<file path="src/rtl/spi_pkg.sv">
`default_nettype none
// ============================================================================
// Package     : spi_pkg
// Description : Shared constants and state encoding for the SPI trace-frame
//               scheduler and its strobe synchronisers.
// Revision    : 1.0 - initial release
// ============================================================================
package spi_pkg;

    // Data words per trace frame; fixed by the frame format.
    localparam int C_FRAME_WORDS = 8;

    // Flops in each SPI-to-clk strobe synchroniser chain.
    localparam int C_SYNC_STAGES = 2;

    typedef enum logic [1:0] {
        ST_IDLE    = 2'd0,
        ST_ARMED   = 2'd1,
        ST_SENDING = 2'd2
    } sched_state_t;

endpackage : spi_pkg
`default_nettype wire

</file>
<file path="src/rtl/spi_frame_scheduler_if.sv">
`default_nettype none
// ============================================================================
// Interface   : spi_frame_scheduler_if
// Description : Upstream trace stream, transmitter word path and SPI-side
//               strobes of the frame scheduler.
// Revision    : 1.0 - initial release
// ============================================================================
interface spi_frame_scheduler_if;

    logic [15:0] in_data;
    logic        in_valid;
    logic        in_ready;
    logic [15:0] tx_word;
    logic        transmit;
    logic        sync;
    logic        tx_free_async;
    logic        frame_reset_async;
    logic [15:0] frames_sent;
    logic        overrun;

    modport master (
        output in_data,
        output in_valid,
        output tx_free_async,
        output frame_reset_async,
        input  in_ready,
        input  tx_word,
        input  transmit,
        input  sync,
        input  frames_sent,
        input  overrun
    );

    modport slave (
        input  in_data,
        input  in_valid,
        input  tx_free_async,
        input  frame_reset_async,
        output in_ready,
        output tx_word,
        output transmit,
        output sync,
        output frames_sent,
        output overrun
    );

endinterface : spi_frame_scheduler_if
`default_nettype wire

</file>
<file path="src/rtl/cdc_pulse_sync.sv">
`default_nettype none
// ============================================================================
// Module      : cdc_pulse_sync
// Description : Multi-flop synchroniser plus rising-edge detector; produces a
//               one-clk pulse three clk edges after an asynchronous rise.
// Revision    : 1.0 - initial release
// ============================================================================
module cdc_pulse_sync
    import spi_pkg::*;
(
    input  wire logic clk,
    input  wire logic rst,
    input  wire logic i_async,
    output logic      o_pulse
);

    logic [C_SYNC_STAGES-1:0] r_chain;
    logic                     r_prev;
    logic                     r_pulse;

    always_ff @(posedge clk) begin
        if (rst) begin
            r_chain <= '0;
            r_prev  <= 1'b0;
            r_pulse <= 1'b0;
        end else begin
            r_chain <= {r_chain[C_SYNC_STAGES-2:0], i_async};
            r_prev  <= r_chain[C_SYNC_STAGES-1];
            // Registered edge detect keeps the pulse glitch-free downstream.
            r_pulse <= r_chain[C_SYNC_STAGES-1] & ~r_prev;
        end
    end

    assign o_pulse = r_pulse;

endmodule : cdc_pulse_sync
`default_nettype wire

</file>
<file path="src/rtl/spi_frame_scheduler.sv">
`default_nettype none
// ============================================================================
// Module      : spi_frame_scheduler
// Description : Buffers 16-bit trace words and hands them to the SPI frame
//               transmitter one complete 8-word frame at a time.
// Revision    : 1.0 - initial release
// ============================================================================
module spi_frame_scheduler
    import spi_pkg::*;
#(
    parameter int DEPTH         = 64,
    parameter int SYNC_INTERVAL = 32
) (
    input  wire logic             clk,
    input  wire logic             rst,
    spi_frame_scheduler_if.slave  bus
);

    localparam int c_AW  = $clog2(DEPTH);
    localparam int c_PW  = c_AW + 1;
    localparam int c_IW  = $clog2(C_FRAME_WORDS + 1);
    localparam int c_SCW = (SYNC_INTERVAL > 1) ? $clog2(SYNC_INTERVAL) : 1;

    logic [15:0]      r_mem [DEPTH];
    logic [c_PW-1:0]  r_wr_ptr;
    logic [c_PW-1:0]  r_rd_ptr;
    logic [c_PW-1:0]  r_base_ptr;
    logic [c_IW-1:0]  r_word_idx;
    sched_state_t     r_state;
    logic [15:0]      r_frames;
    logic [c_SCW-1:0] r_sync_cnt;
    logic             r_sync;
    logic             r_overrun;
    logic [15:0]      r_tx_word;

    logic             w_free_p;
    logic             w_reset_p;
    logic [c_PW-1:0]  w_used;
    logic             w_full;
    logic             w_wr_en;
    logic             w_frame_avail;
    logic [c_PW-1:0]  w_wr_ptr_nxt;
    logic [c_PW-1:0]  w_rd_inc;
    logic [c_PW-1:0]  w_used_after;
    logic [c_SCW-1:0] w_scnt_adv;

    sched_state_t     w_state_nxt;
    logic [c_PW-1:0]  w_rd_ptr_nxt;
    logic [c_PW-1:0]  w_base_nxt;
    logic [c_IW-1:0]  w_idx_nxt;
    logic [15:0]      w_frames_nxt;
    logic [c_SCW-1:0] w_scnt_nxt;

    cdc_pulse_sync u_free_sync (
        .clk     (clk),
        .rst     (rst),
        .i_async (bus.tx_free_async),
        .o_pulse (w_free_p)
    );

    cdc_pulse_sync u_reset_sync (
        .clk     (clk),
        .rst     (rst),
        .i_async (bus.frame_reset_async),
        .o_pulse (w_reset_p)
    );

    // Occupancy is measured from the frame base, so words of a frame in
    // flight stay protected until the whole frame has completed.
    assign w_used        = r_wr_ptr - r_base_ptr;
    assign w_full        = (w_used == c_PW'(DEPTH));
    assign w_wr_en       = bus.in_valid && !w_full;
    assign w_frame_avail = (w_used >= c_PW'(C_FRAME_WORDS));
    assign w_wr_ptr_nxt  = w_wr_en ? (r_wr_ptr + c_PW'(1)) : r_wr_ptr;
    assign w_rd_inc      = r_rd_ptr + c_PW'(1);
    assign w_used_after  = w_wr_ptr_nxt - w_rd_inc;
    assign w_scnt_adv    = (r_sync_cnt == c_SCW'(SYNC_INTERVAL - 1)) ?
                           '0 : (r_sync_cnt + c_SCW'(1));

    always_ff @(posedge clk) begin
        if (w_wr_en) begin
            r_mem[r_wr_ptr[c_AW-1:0]] <= bus.in_data;
        end
    end

    always_comb begin
        w_state_nxt  = r_state;
        w_rd_ptr_nxt = r_rd_ptr;
        w_base_nxt   = r_base_ptr;
        w_idx_nxt    = r_word_idx;
        w_frames_nxt = r_frames;
        w_scnt_nxt   = r_sync_cnt;
        if (w_reset_p) begin
            // Host resync rewinds to the start of the unfinished frame.
            w_rd_ptr_nxt = r_base_ptr;
            w_idx_nxt    = '0;
            w_state_nxt  = w_frame_avail ? ST_ARMED : ST_IDLE;
        end else begin
            unique case (r_state)
                ST_IDLE: begin
                    if (w_frame_avail) begin
                        w_state_nxt = ST_ARMED;
                    end
                end
                ST_ARMED: begin
                    if (w_free_p) begin
                        w_rd_ptr_nxt = w_rd_inc;
                        w_idx_nxt    = c_IW'(1);
                        w_state_nxt  = ST_SENDING;
                    end
                end
                ST_SENDING: begin
                    if (w_free_p) begin
                        w_rd_ptr_nxt = w_rd_inc;
                        w_idx_nxt    = r_word_idx + c_IW'(1);
                        if (r_word_idx == c_IW'(C_FRAME_WORDS - 1)) begin
                            w_base_nxt   = w_rd_inc;
                            w_frames_nxt = r_frames + 16'd1;
                            w_scnt_nxt   = w_scnt_adv;
                            w_idx_nxt    = '0;
                            w_state_nxt  = (w_used_after >= c_PW'(C_FRAME_WORDS)) ?
                                           ST_ARMED : ST_IDLE;
                        end
                    end
                end
                default: begin
                    w_state_nxt = ST_IDLE;
                end
            endcase
        end
    end

    always_ff @(posedge clk) begin
        if (rst) begin
            r_state    <= ST_IDLE;
            r_wr_ptr   <= '0;
            r_rd_ptr   <= '0;
            r_base_ptr <= '0;
            r_word_idx <= '0;
            r_frames   <= '0;
            r_sync_cnt <= '0;
            r_sync     <= 1'b0;
            r_overrun  <= 1'b0;
            r_tx_word  <= '0;
        end else begin
            r_state    <= w_state_nxt;
            r_wr_ptr   <= w_wr_ptr_nxt;
            r_rd_ptr   <= w_rd_ptr_nxt;
            r_base_ptr <= w_base_nxt;
            r_word_idx <= w_idx_nxt;
            r_frames   <= w_frames_nxt;
            r_sync_cnt <= w_scnt_nxt;
            r_sync     <= (w_scnt_nxt == '0);
            if (bus.in_valid && w_full) begin
                r_overrun <= 1'b1;
            end
            // An empty buffer presents zeros rather than stale RAM contents.
            r_tx_word  <= (r_rd_ptr != r_wr_ptr) ? r_mem[r_rd_ptr[c_AW-1:0]] : 16'h0000;
        end
    end

    assign bus.in_ready    = !w_full;
    assign bus.tx_word     = r_tx_word;
    assign bus.transmit    = (r_state != ST_IDLE);
    assign bus.sync        = r_sync;
    assign bus.frames_sent = r_frames;
    assign bus.overrun     = r_overrun;

endmodule : spi_frame_scheduler
`default_nettype wire

</file>
<file path="src/flat_wrapper.sv">
// flat-port wrapper written by rule: the top's interface ports become plain ports
module spi_frame_scheduler_flat import spi_pkg::*;
#(
    parameter int DEPTH         = 64,
    parameter int SYNC_INTERVAL = 32
)
  (clk, rst, bus_in_data, bus_in_valid, bus_tx_free_async, bus_frame_reset_async, bus_in_ready, bus_tx_word, bus_transmit, bus_sync, bus_frames_sent, bus_overrun);
  spi_frame_scheduler_if bus_i ();
  input  wire logic clk;
  input  wire logic rst;
  input wire logic [$bits(bus_i.in_data)-1:0] bus_in_data;
  input wire logic [$bits(bus_i.in_valid)-1:0] bus_in_valid;
  input wire logic [$bits(bus_i.tx_free_async)-1:0] bus_tx_free_async;
  input wire logic [$bits(bus_i.frame_reset_async)-1:0] bus_frame_reset_async;
  output wire logic [$bits(bus_i.in_ready)-1:0] bus_in_ready;
  output wire logic [$bits(bus_i.tx_word)-1:0] bus_tx_word;
  output wire logic [$bits(bus_i.transmit)-1:0] bus_transmit;
  output wire logic [$bits(bus_i.sync)-1:0] bus_sync;
  output wire logic [$bits(bus_i.frames_sent)-1:0] bus_frames_sent;
  output wire logic [$bits(bus_i.overrun)-1:0] bus_overrun;
  assign bus_i.in_data = bus_in_data;
  assign bus_i.in_valid = bus_in_valid;
  assign bus_i.tx_free_async = bus_tx_free_async;
  assign bus_i.frame_reset_async = bus_frame_reset_async;
  assign bus_in_ready = bus_i.in_ready;
  assign bus_tx_word = bus_i.tx_word;
  assign bus_transmit = bus_i.transmit;
  assign bus_sync = bus_i.sync;
  assign bus_frames_sent = bus_i.frames_sent;
  assign bus_overrun = bus_i.overrun;
  spi_frame_scheduler #(.DEPTH(DEPTH), .SYNC_INTERVAL(SYNC_INTERVAL)) u_core (.clk(clk), .rst(rst), .bus(bus_i));
endmodule
</file>
<file path="config.mk">
export PLATFORM = sky130hd
export DESIGN_NAME = spi_frame_scheduler_flat
export DESIGN_NICKNAME = d
export VERILOG_FILES = /design/src/rtl/spi_pkg.sv /design/src/rtl/spi_frame_scheduler_if.sv /design/src/rtl/cdc_pulse_sync.sv /design/src/rtl/spi_frame_scheduler.sv /design/src/flat_wrapper.sv
export SDC_FILE = /design/constraint.sdc
export NUM_CORES = 1
export LEC_CHECK = 0
export CAP_MARGIN = 10
export CELL_PAD_IN_SITES_DETAIL_PLACEMENT = 0
export CELL_PAD_IN_SITES_GLOBAL_PLACEMENT = 1
export CORE_MARGIN = 2
export CORE_UTILIZATION = 60
export CTS_CLUSTER_SIZE = 14
export DETAILED_ROUTE_END_ITERATION = 7
export PLACE_DENSITY_LB_ADDON = 0.15
export SLEW_MARGIN = 25
export SYNTH_ARGS = -nofsm -noshare
export SYNTH_HDL_FRONTEND = slang
export SYNTH_HIERARCHICAL = 1
export SYNTH_SLANG_ARGS = --single-unit
</file>
<file path="constraint.sdc">
create_clock -name clk -period 9.69 [get_ports clk]
set_input_delay 2.907 -clock clk [delete_from_list [all_inputs] [get_ports clk]]
set_output_delay 2.907 -clock clk [all_outputs]
set_load 0.02 [all_outputs]
</file>
# Word level (Yosys, flattened, before mapping)
# Memory sizes are Yosys's and may differ from the RTL's. A register that Yosys moved wholly into a read port is not among the register bits.
# Index checks and enable logic that the tools add are counted.
dict set report op_classes {
  n_addsub 7
  n_mul 0
  n_div 0
  magnitude_cmp 2
  eq_ne 12
  shift 0
  n_mux 23
  bitwise_logic 6
  reduce_logical 16
}
# cell n
set ops {}
lappend ops {{7-bit two-way mux} 4}
lappend ops {{5-bit two-way mux} 5}
lappend ops {{16-bit by 1-bit adder with 16-bit output (second input constant)} 1}
lappend ops {{7-bit by 1-bit adder with 7-bit output (second input constant)} 2}
lappend ops {{7-bit by 4-bit greater-or-equal comparator with 1-bit output (second input constant)} 2}
lappend ops {{7-bit subtractor} 2}
lappend ops {{4-bit two-way mux} 3}
lappend ops {{2-bit two-way mux} 5}
lappend ops {{4-bit case mux with 2 select lines} 1}
lappend ops {{4-bit AND reduction} 2}
lappend ops {{2-bit nonzero test} 4}
lappend ops {{7-bit equality test (second input constant)} 1}
lappend ops {{7-bit inequality test} 1}
lappend ops {{3-bit by 2-bit inequality test with 1-bit output (second input constant)} 2}
lappend ops {{3-bit inequality test (second input constant)} 2}
lappend ops {{2-bit case mux with 3 select lines} 1}
lappend ops {{2-bit OR reduction} 3}
lappend ops {{5-bit by 1-bit adder with 5-bit output (second input constant)} 1}
lappend ops {{5-bit equality test (second input constant)} 1}
lappend ops {{5-bit logical NOT} 1}
lappend ops {{4-bit by 1-bit adder with 4-bit output (second input constant)} 1}
lappend ops {{4-bit by 3-bit equality test with 1-bit output (second input constant)} 1}
lappend ops {{1-bit two-way mux} 4}
lappend ops {{2-bit inequality test (second input constant)} 2}
lappend ops {{other kinds (9)} 14}
dict set report totals {
  ff_bits 58
  latchBits 0
  mem_bits_rw 1024
  mem_bits_ro 0
  input_bits 21
  out_inout_bits 36
  elab_cells 82
  memories 1
}
# name depth word_bits rd rd_ports_with_merged_regs wr line
set mem_list {}
lappend mem_list {u_core.r_mem 64 16 1 1 1 spi_frame_scheduler.sv:24} ;# logic [15:0] r_mem [DEPTH];

# Depth between registers and ports, before layout
# Gate-level depths: netlist of run 1.
dict set report logic_depth {
  word_depth 12
  depth_mapped 19
  ltp_nobuf 17
}

# By module
# Netlist of run 1, hierarchy kept.
# module instances cells_per_inst area_each_um2 seq_area_each_um2
set modules_own_cells {}
lappend modules_own_cells {spi_frame_scheduler 1 1927 42435.7 32070.8}
lappend modules_own_cells {cdc_pulse_sync 2 8 111.4 80.1}

# Worst setup path before layout of run 1
# No wires, ideal clock.
dict set report synth_timing {
  path_kind {input -> register}
  start {input port bus_in_valid}
  end {register u_core.r_state[0]}
  setup_time_ns 0.057
  t_arrival_ns 5.092
  required_time_ns 9.633
  path_slack_ns 4.541
  stages 12
  n_path_buf 1
  path_cell_list {nand4_1 -> nand2b_1 -> clkbuf_1 -> xnor2_1 -> ha_1 -> o21a_1 -> o31a_1 -> o31a_1 -> or3_1 -> a22o_1 -> a311oi_1 -> a21o_1}
}
dict set report synth_between {
  elab_chain_len 9
}
# element line
set synth_rtl {}
lappend synth_rtl {{from (decl)} flat_wrapper.sv:12} ;# input wire logic [$bits(bus_i.in_valid)-1:0] bus_in_valid;
lappend synth_rtl {{1-bit logical AND} spi_frame_scheduler.sv:72} ;# assign w_wr_en = bus.in_valid && !w_full;
lappend synth_rtl {{7-bit two-way mux} spi_frame_scheduler.sv:74} ;# assign w_wr_ptr_nxt = w_wr_en ? (r_wr_ptr + c_PW'(1)) : r_wr_ptr;
lappend synth_rtl {{via u_core.w_wr_ptr_nxt[3]} spi_frame_scheduler.sv:42} ;# logic [c_PW-1:0] w_wr_ptr_nxt;
lappend synth_rtl {{7-bit subtractor} spi_frame_scheduler.sv:76} ;# assign w_used_after = w_wr_ptr_nxt - w_rd_inc;
lappend synth_rtl {{7-bit by 4-bit greater-or-equal comparator with 1-bit output} spi_frame_scheduler.sv:121} ;# w_state_nxt = (w_used_after >= c_PW'(C_FRAME_WORDS)) ?
lappend synth_rtl {{1-bit two-way mux} spi_frame_scheduler.sv:121}
lappend synth_rtl {{2-bit two-way mux} spi_frame_scheduler.sv:116} ;# if (r_word_idx == c_IW'(C_FRAME_WORDS - 1)) begin
lappend synth_rtl {{2-bit two-way mux} spi_frame_scheduler.sv:113} ;# if (w_free_p) begin
lappend synth_rtl {{2-bit case mux with 3 select lines} spi_frame_scheduler.sv:99} ;# unique case (r_state)
lappend synth_rtl {{2-bit two-way mux} spi_frame_scheduler.sv:93} ;# if (w_reset_p) begin
lappend synth_rtl {{to (signal assigned)} spi_frame_scheduler.sv:146} ;# r_state <= w_state_nxt;
lappend synth_rtl {{to (decl)} spi_frame_scheduler.sv:29} ;# sched_state_t r_state;
# The timed path passes the listed nets, and every way through them passes these cells. The select of a mux whose other input is x is not followed.
# A chain may end at the register's enable or synchronous reset.

# Worst setup path in the final report of run 1
dict set report layout_timing {
  start {register u_core.r_wr_ptr[1]}
  end {output port bus_in_ready}
}
dict set report layout_between {
  elab_chain_len 3
}
# element line
set layout_rtl {}
lappend layout_rtl {{from (decl)} spi_frame_scheduler.sv:25} ;# logic [c_PW-1:0] r_wr_ptr;
lappend layout_rtl {{from (signal assigned)} spi_frame_scheduler.sv:147} ;# r_wr_ptr <= w_wr_ptr_nxt;
lappend layout_rtl {{7-bit subtractor} spi_frame_scheduler.sv:70} ;# assign w_used = r_wr_ptr - r_base_ptr;
lappend layout_rtl {{7-bit equality test} spi_frame_scheduler.sv:71} ;# assign w_full = (w_used == c_PW'(DEPTH));
lappend layout_rtl {{1-bit logical NOT} spi_frame_scheduler.sv:162} ;# assign bus.in_ready = !w_full;
lappend layout_rtl {{to (decl)} flat_wrapper.sv:15} ;# output wire logic [$bits(bus_i.in_ready)-1:0] bus_in_ready;
# Every way passes these cells.

==> results.json, run 1 <==
{
  "synth_fa_ha_area_share_pct": 0.675,
  "drv_cap": 0,
  "multi_input_area_sq_mm": 0.0100,
  "fin_hold_ws_ns": 0.416,
  "io_buffers": 56,
  "syn_area_sq_mm": 0.0427,
  "yosysWarnings": 6,
  "netlist_top_cells_area": "edfxtp_1 72%, mux4_2 18%, dfxtp_1 3.5%",
  "synth_top_family_by_area": "multiplexers",
  "rsz0062_at_grt": "no",
  "synth_compound_area_share_pct": 1.03,
  "yosysSeqAreaShare_pct": 75.6,
  "path_depth": 7,
  "place_hpwl_microns": 58000,
  "relSlewSlack_pct": 33.4,
  "p_per_area_mw_per_mm2": 205,
  "final_nets": 2103,
  "gr-total-overflow": 0,
  "synthCells": 1943,
  "fin_crit_ns": 6.16,
  "tns_ns": 0,
  "yosys.area_share.simple_pct": 2.89,
  "drt_wl_total_microns": 98900,
  "synthArstFlopShare_pct": 0,
  "synth_commonest_cells": "1024 x edfxtp_1, 336 x mux4_2, 126 x nor2_1, 74 x dfxtp_1, 66 x clkbuf_1",
  "vias_per_cell": 6.57,
  "area_growth_pct": 12.2,
  "holdBufCountCts": 0,
  "clk_pin_slew_ns": 0.05,
  "yosysMostFrequentCell": "edfxtp_1",
  "utilization_pct": 68.1,
  "muxShareOfSynthArea_pct": 17.9,
  "gp_congestion": 0.847,
  "yosysUniqueCellTypes": 57,
  "synth_ff_type": "edfxtp_1",
  "critical-path-max-stage-delay_ns": 0.68,
  "hold_viol_final": 0,
  "htreeDepth": 3,
  "tightest_slew_ns": 0.998,
  "min_delay_path_depth": 1,
  "synth_largest_area_cell": "edfxtp_1",
  "clock_tree.buffer_depth": 3,
  "drtIter0Drc": 2458,
  "wl_per_cell_microns": 32.0,
  "coreArea_sq_mm": 0.0703,
  "layout-drive-gt1-share_pct": 28.9,
  "crit_path_start_kind": "flop",
  "first_pass_iters": 5,
  "cp.required_ns": 6.78,
  "start_util_pct": 60.7,
  "cp_top_family": "buffers and inverters",
  "grt_usage_pct": 27.6,
  "insertion_delay_ns": 0.67,
  "dieWidth_microns": 271,
  "setup_viol": 0,
  "syn_nets": 1987,
  "cts_root_buf": "clkbuf_16",
  "vias": 20300,
  "finClkSkew_ns": 0.0192,
  "die_area_sq_mm": 0.0732,
  "cts_sinks": 1098,
  "ios": 57,
  "synth_xor_area_share_pct": 0.821,
  "reg2reg_depth": 8,
  "p_leak_nw": 14.6,
  "path_buf_inv": 2,
  "die_h_microns": 271,
  "finalCritPeriodShare_pct": 63.6,
  "drc": 0,
  "synth_top_area_share_pct": 72.1,
  "ant_nets": 0,
  "fmax_mhz": 162,
  "path_cells": "ha_1 > nor2b_1 > o221ai_1 > a2bb2o_1 > o211a_2 > inv_2 > clkdlybuf4s50_1",
  "cts_tree": "done",
  "cts_inserted_buffers": 109,
  "seq_area_sq_mm": 0.0322,
  "min_path_type": "flop to flop",
  "grt_pass1_vias": 20200,
  "synth_edf_count": 1024,
  "grt_max_degree": 99,
  "num_rows": 97,
  "irDropWorstVdd_mv": 0.169,
  "grt_pass1_wl_microns": 143000,
  "ys_seq_elements": 1098,
  "cts_setup_buffers": 0,
  "slew_viol_final": 0,
  "end_kind": "output pin",
  "antenna_found_initial": 9,
  "status": "finished, final reports clean",
  "cts_resized": 0,
  "arrival_ns": 3.25,
  "critPathSlowestCell": "clkdlybuf4s50_1",
  "setup.worst_path.class": "flop to output pin",
  "syn_area_per_cell_sq_um": 22.0,
  "num-fill-cells": 4326,
  "cp_max_fo": 10
}
layout make-up:
cell class                 count  area share (%)
antenna                        3          0.0157
timing repair buffer         107            1.82
sequential                  1098            67.3
clock buffer                 133            6.13
tap                          940            2.46
multi-input combinational    728            21.0
clock inverter                71            1.13
inverter                      15           0.118
layer usage:
layer | part of all wire [%] | wire length, microns | GRT usage [%]
met1 | 38 | 37900 | 39.1
met2 | 48 | 47200 | 42.3
met3 | 11 | 11000 | 8.53
met4 | 2.8 | 2790 | 8.00
met5 | 0.027 | 27 | 0
placed cells by master (no fill, tap or decap), types with 3 or more instances in the layout:
master           Yosys  layout
clkdlybuf4s50_1      0      39
a31oi_1              3       3
diode_2              0       3
nand2_1             32      32
nor3_1               9       8
or2_1                3       3
nor2_2               0      45
nand4_1              8       8
bufinv_16            0       7
o22ai_1              3       3
a211oi_1            11      11
and3_1               9       9
a22o_1               3       3
nand3_1             15      15
a22oi_1              3       3
ha_1                23      23
buf_2               20      16
nand3b_1             5       5
dfxtp_1             74      70
edfxtp_1          1024    1024
clkbuf_1            66      18
xnor2_1             14      14
buf_4                3      51
dfxtp_4              0       4
clkbuf_16            0     114
clkinvlp_4           0       6
o21ai_0              7       7
inv_1               14      14
o21a_1               3       3
clkinv_1             0      28
xor2_1              26      26
mux2i_1              3       3
nor2_1             126      81
nor2b_1             34      34
a21oi_1             17      17
mux4_2             336     336
or3_1                4       4
clkinv_2             0      27
kinds of logic (layout without fill, tap and decap cells):
kind of cell               Yosys count  after routing
AOI/OAI and AO/OA                   65             65
xor gates and xnor gates            40             40
adders and majority gates           23             23
buffers and inverters              117            326
DFF                               1098           1098
muxes                              341            341
other                                0              3
and+or+nand+nor                    259            259
flip-flops by register name, indices dropped and copies added, names as in the netlist, 2 cells and up:
signal,flops
u_core/r_sync_cnt,5
u_core/u_reset_sync/r_chain,2
u_core/r_rd_ptr,7
u_core/r_mem,1024
u_core/r_base_ptr,7
u_core/bus.tx_word,16
u_core/r_word_idx,4
u_core/bus.frames_sent,16
u_core/r_state,2
u_core/r_wr_ptr,7
u_core/u_free_sync/r_chain,2
power by group:
group | internal (W) | switching (W)
Sequential | 0.00522 | 0.0000296
Clock | 0.00233 | 0.00173
Combinational | 0.000204 | 0.000326
worst register-to-register path, stage by stage (launching register included):
cell and delay, ns:
dfxtp_1 0.52, ha_1 0.30, nor2b_1 0.15, o221ai_1 0.25, a2bb2o_1 0.37, o211a_2 0.18, nor3b_1 0.43, nand3_1 0.80
nor2_2 1.07
through the flow:
step | area (sq um) | total power, W | cells | setup slack [ns]
2_1_floorplan | 42700 | 0.00562 | 1943 | 4.54
3_3_place_gp | 44400 | 0.00587 | 2888 | 3.54
3_5_place_dp | 44400 | 0.00588 | 2888 | 3.50
4_1_cts | 47900 | 0.00990 | 3092 | 3.46
5_1_grt | 47900 | 0.0101 | 3092 | 3.32
6_report | 47900 | 0.00984 | 3095 | 3.53
worst paths after layout:
path	start	end	slack (ns)
setup reg to reg	u_core/r_wr_ptr[1]	u_core/r_mem[35][0]	5.25
setup / recovery	u_core/r_wr_ptr[1]	bus_in_ready	3.53
hold reg to reg	u_core/u_reset_sync/r_prev	u_core/u_reset_sync/o_pulse	0.42
hold / removal	u_core/u_reset_sync/r_prev	u_core/u_reset_sync/o_pulse	0.42
Power figures use the tool's default switching activity.
==> inputs of run 2 (changes only) <==
- CORE_UTILIZATION: 60 -> 56
- clock period: 9.69 -> 6.3 ns (I/O delays scaled with it)
==> results.json, run 2 (same netlist as run 1, synthesis figures left out) <==
{
  "largest_reg_flops": 1024,
  "grt.busiest_layer": "met2",
  "tns_ns": 0,
  "drc": 0,
  "relSlewSlack_pct": 29.8,
  "layout-drive-gt1-share_pct": 29.8,
  "min_path_type": "flop to flop",
  "p_per_area_mw_per_mm2": 317,
  "finalCritPeriodShare_pct": 81.9,
  "rsz0062_at_grt": "no",
  "fin_crit_ns": 5.16,
  "insertion_delay_ns": 0.67,
  "met3_usage_pct": 7.44,
  "antenna_found_initial": 7,
  "num-fill-cells": 5006,
  "utilization_pct": 63.8,
  "tightest_slew_ns": 1.05,
  "grt_use_met2_pct": 40.8,
  "holdBufCountCts": 0,
  "p_leak_nw": 14.7,
  "cts_sinks": 1098,
  "clk_pin_slew_ns": 0.06,
  "drtIter0Drc": 2375,
  "final_nets": 2118,
  "status": "finished, final reports clean",
  "drv_cap": 0,
  "drt_wl_total_microns": 101000,
  "cts_root_buf": "clkbuf_16",
  "pre_cts_ws_ns": 1.28,
  "met1_usage_pct": 36.8,
  "wl_per_cell_microns": 32.0,
  "min_delay_path_depth": 1,
  "num_rows": 101,
  "cts_setup_buffers": 0,
  "reg2reg_depth": 16,
  "fmax_mhz": 194,
  "htreeDepth": 3,
  "ios": 57,
  "area_growth_pct": 13.1,
  "hold_viol_final": 0,
  "slew_viol_final": 0,
  "end_kind": "output pin",
  "gr-total-overflow": 0,
  "die_h_microns": 280,
  "vias": 20200,
  "cp.required_ns": 4.41,
  "power.total_w": 0.0153,
  "start_util_pct": 56.4,
  "arrival_ns": 3.27,
  "cts_inserted_buffers": 108,
  "layout_commonest_cell": "edfxtp_1",
  "cts_resized": 0,
  "first_pass_iters": 5,
  "place_hpwl_microns": 59300,
  "gp_congestion": 0.837,
  "final_area_sq_mm": 0.0483,
  "cts_tree": "done",
  "irDropWorstVdd_mv": 0.253,
  "worstReg2RegEnd": "u_core/r_state[0]",
  "vias_per_cell": 6.43,
  "path_cells": "inv_1 > ha_1 > nor2b_1 > o221ai_1 > a21o_1 > o211a_2 > inv_2 > clkdlybuf4s50_1",
  "io_buffers": 56,
  "place_area_sq_mm": 0.0446,
  "grt_pass1_vias": 20200,
  "ant_nets": 0,
  "cp_max_fo": 9,
  "layout_setup_ws_ns": 1.14,
  "mostFrequentLayoutCells": "1024 x edfxtp_1, 336 x mux4_2, 115 x clkbuf_16, 80 x nor2_1, 70 x dfxtp_1",
  "critical-path-max-stage-delay_ns": 0.66,
  "critPathSlowestCell": "clkdlybuf4s50_1",
  "grt_pass1_wl_microns": 144000,
  "die_area_sq_mm": 0.0784,
  "crit_path_start_kind": "flop",
  "r2r_start": "u_core/r_wr_ptr[5]",
  "grt_max_degree": 133,
  "min_from": "u_core/u_reset_sync/r_prev",
  "r2r_setup_slack_ns": 1.92,
  "setup.worst_path.class": "flop to output pin",
  "grt_usage_pct": 26.1,
  "min_to": "u_core/u_reset_sync/o_pulse",
  "coreArea_sq_mm": 0.0757,
  "finClkSkew_ns": 0.0250,
  "dieWidth_microns": 280,
  "clock_tree.buffer_depth": 3,
  "setup_viol": 0
}
[run 2: changes by cell type in the layout (fill, tap and decap cells not counted), moves of 2 or more]
cell,change
clkinv_2,-3
clkinv_1,-12
nor2_4,+4
clkbuf_4,+2
clkinvlp_4,-3
clkinv_8,+2
buf_12,+5
buf_2,-2
clkbuf_8,+6
buf_4,+12
inv_6,+2
nor2_2,-3
[run 2: worst max path at each step]
stage | from | to | slack (ns)
3_5_place_dp | bus_in_valid | u_core/r_state[0] | 1.28
3_3_place_gp | bus_in_valid | u_core/r_state[0] | 1.27
6_report | u_core/r_wr_ptr[0] | bus_in_ready | 1.14
5_1_grt | u_core/r_wr_ptr[5] | bus_in_ready | 0.98
4_1_cts | u_core/r_wr_ptr[0] | bus_in_ready | 1.11
2_1_floorplan | bus_in_valid | u_core/r_state[0] | 2.17
[run 2: layer usage]
metal	vias to the layer above	wire length, microns
li1	8369	-
met1	10800	39600
met2	919	48500
met3	149	10100
met4	6	2280
met5	-	38
[run 2: where the power goes]
part / internal, W / switching, W / leakage (nW)
clock network: 0.00374 / 0.00267 / 1.76
logic: 0.000319 / 0.000494 / 3.16
registers: 0.00802 / 0.0000467 / 9.82
total: 0.0121 / 0.00321 / 14.7
[run 2: area by class of cell]
class	count	area (sq um)	share of cell area [%]
Clock inverter	57	510	1.06
Multi-Input combinational cell	728	10100	20.9
Timing Repair Buffer	123	1080	2.24
Tap cell	978	1220	2.54
Inverter	15	56.3	0.117
Antenna cell	4	10.0	0.0207
Clock buffer	143	3060	6.34
Sequential cell	1098	32200	66.8
[run 2: critical path: cells and delay by family (launching register included)]
kind | cells | cell delay (ns)
and+or+nand+nor | 1 | 0.16
AOI/OAI and AO/OA | 3 | 0.72
buffers and inverters | 3 | 0.97
DFF | 1 | 0.53
adders and majority gates | 1 | 0.24
[run 2: per-stage QoR]
stage / hold WS, ns / cells
final: 0.418 / 3146
after global routing: 0.439 / 3142
after CTS: 0.417 / 3141
after detailed placement: 0.405 / 2941
after global placement: 0.395 / 2941
after floorplan: 0.387 / 1943
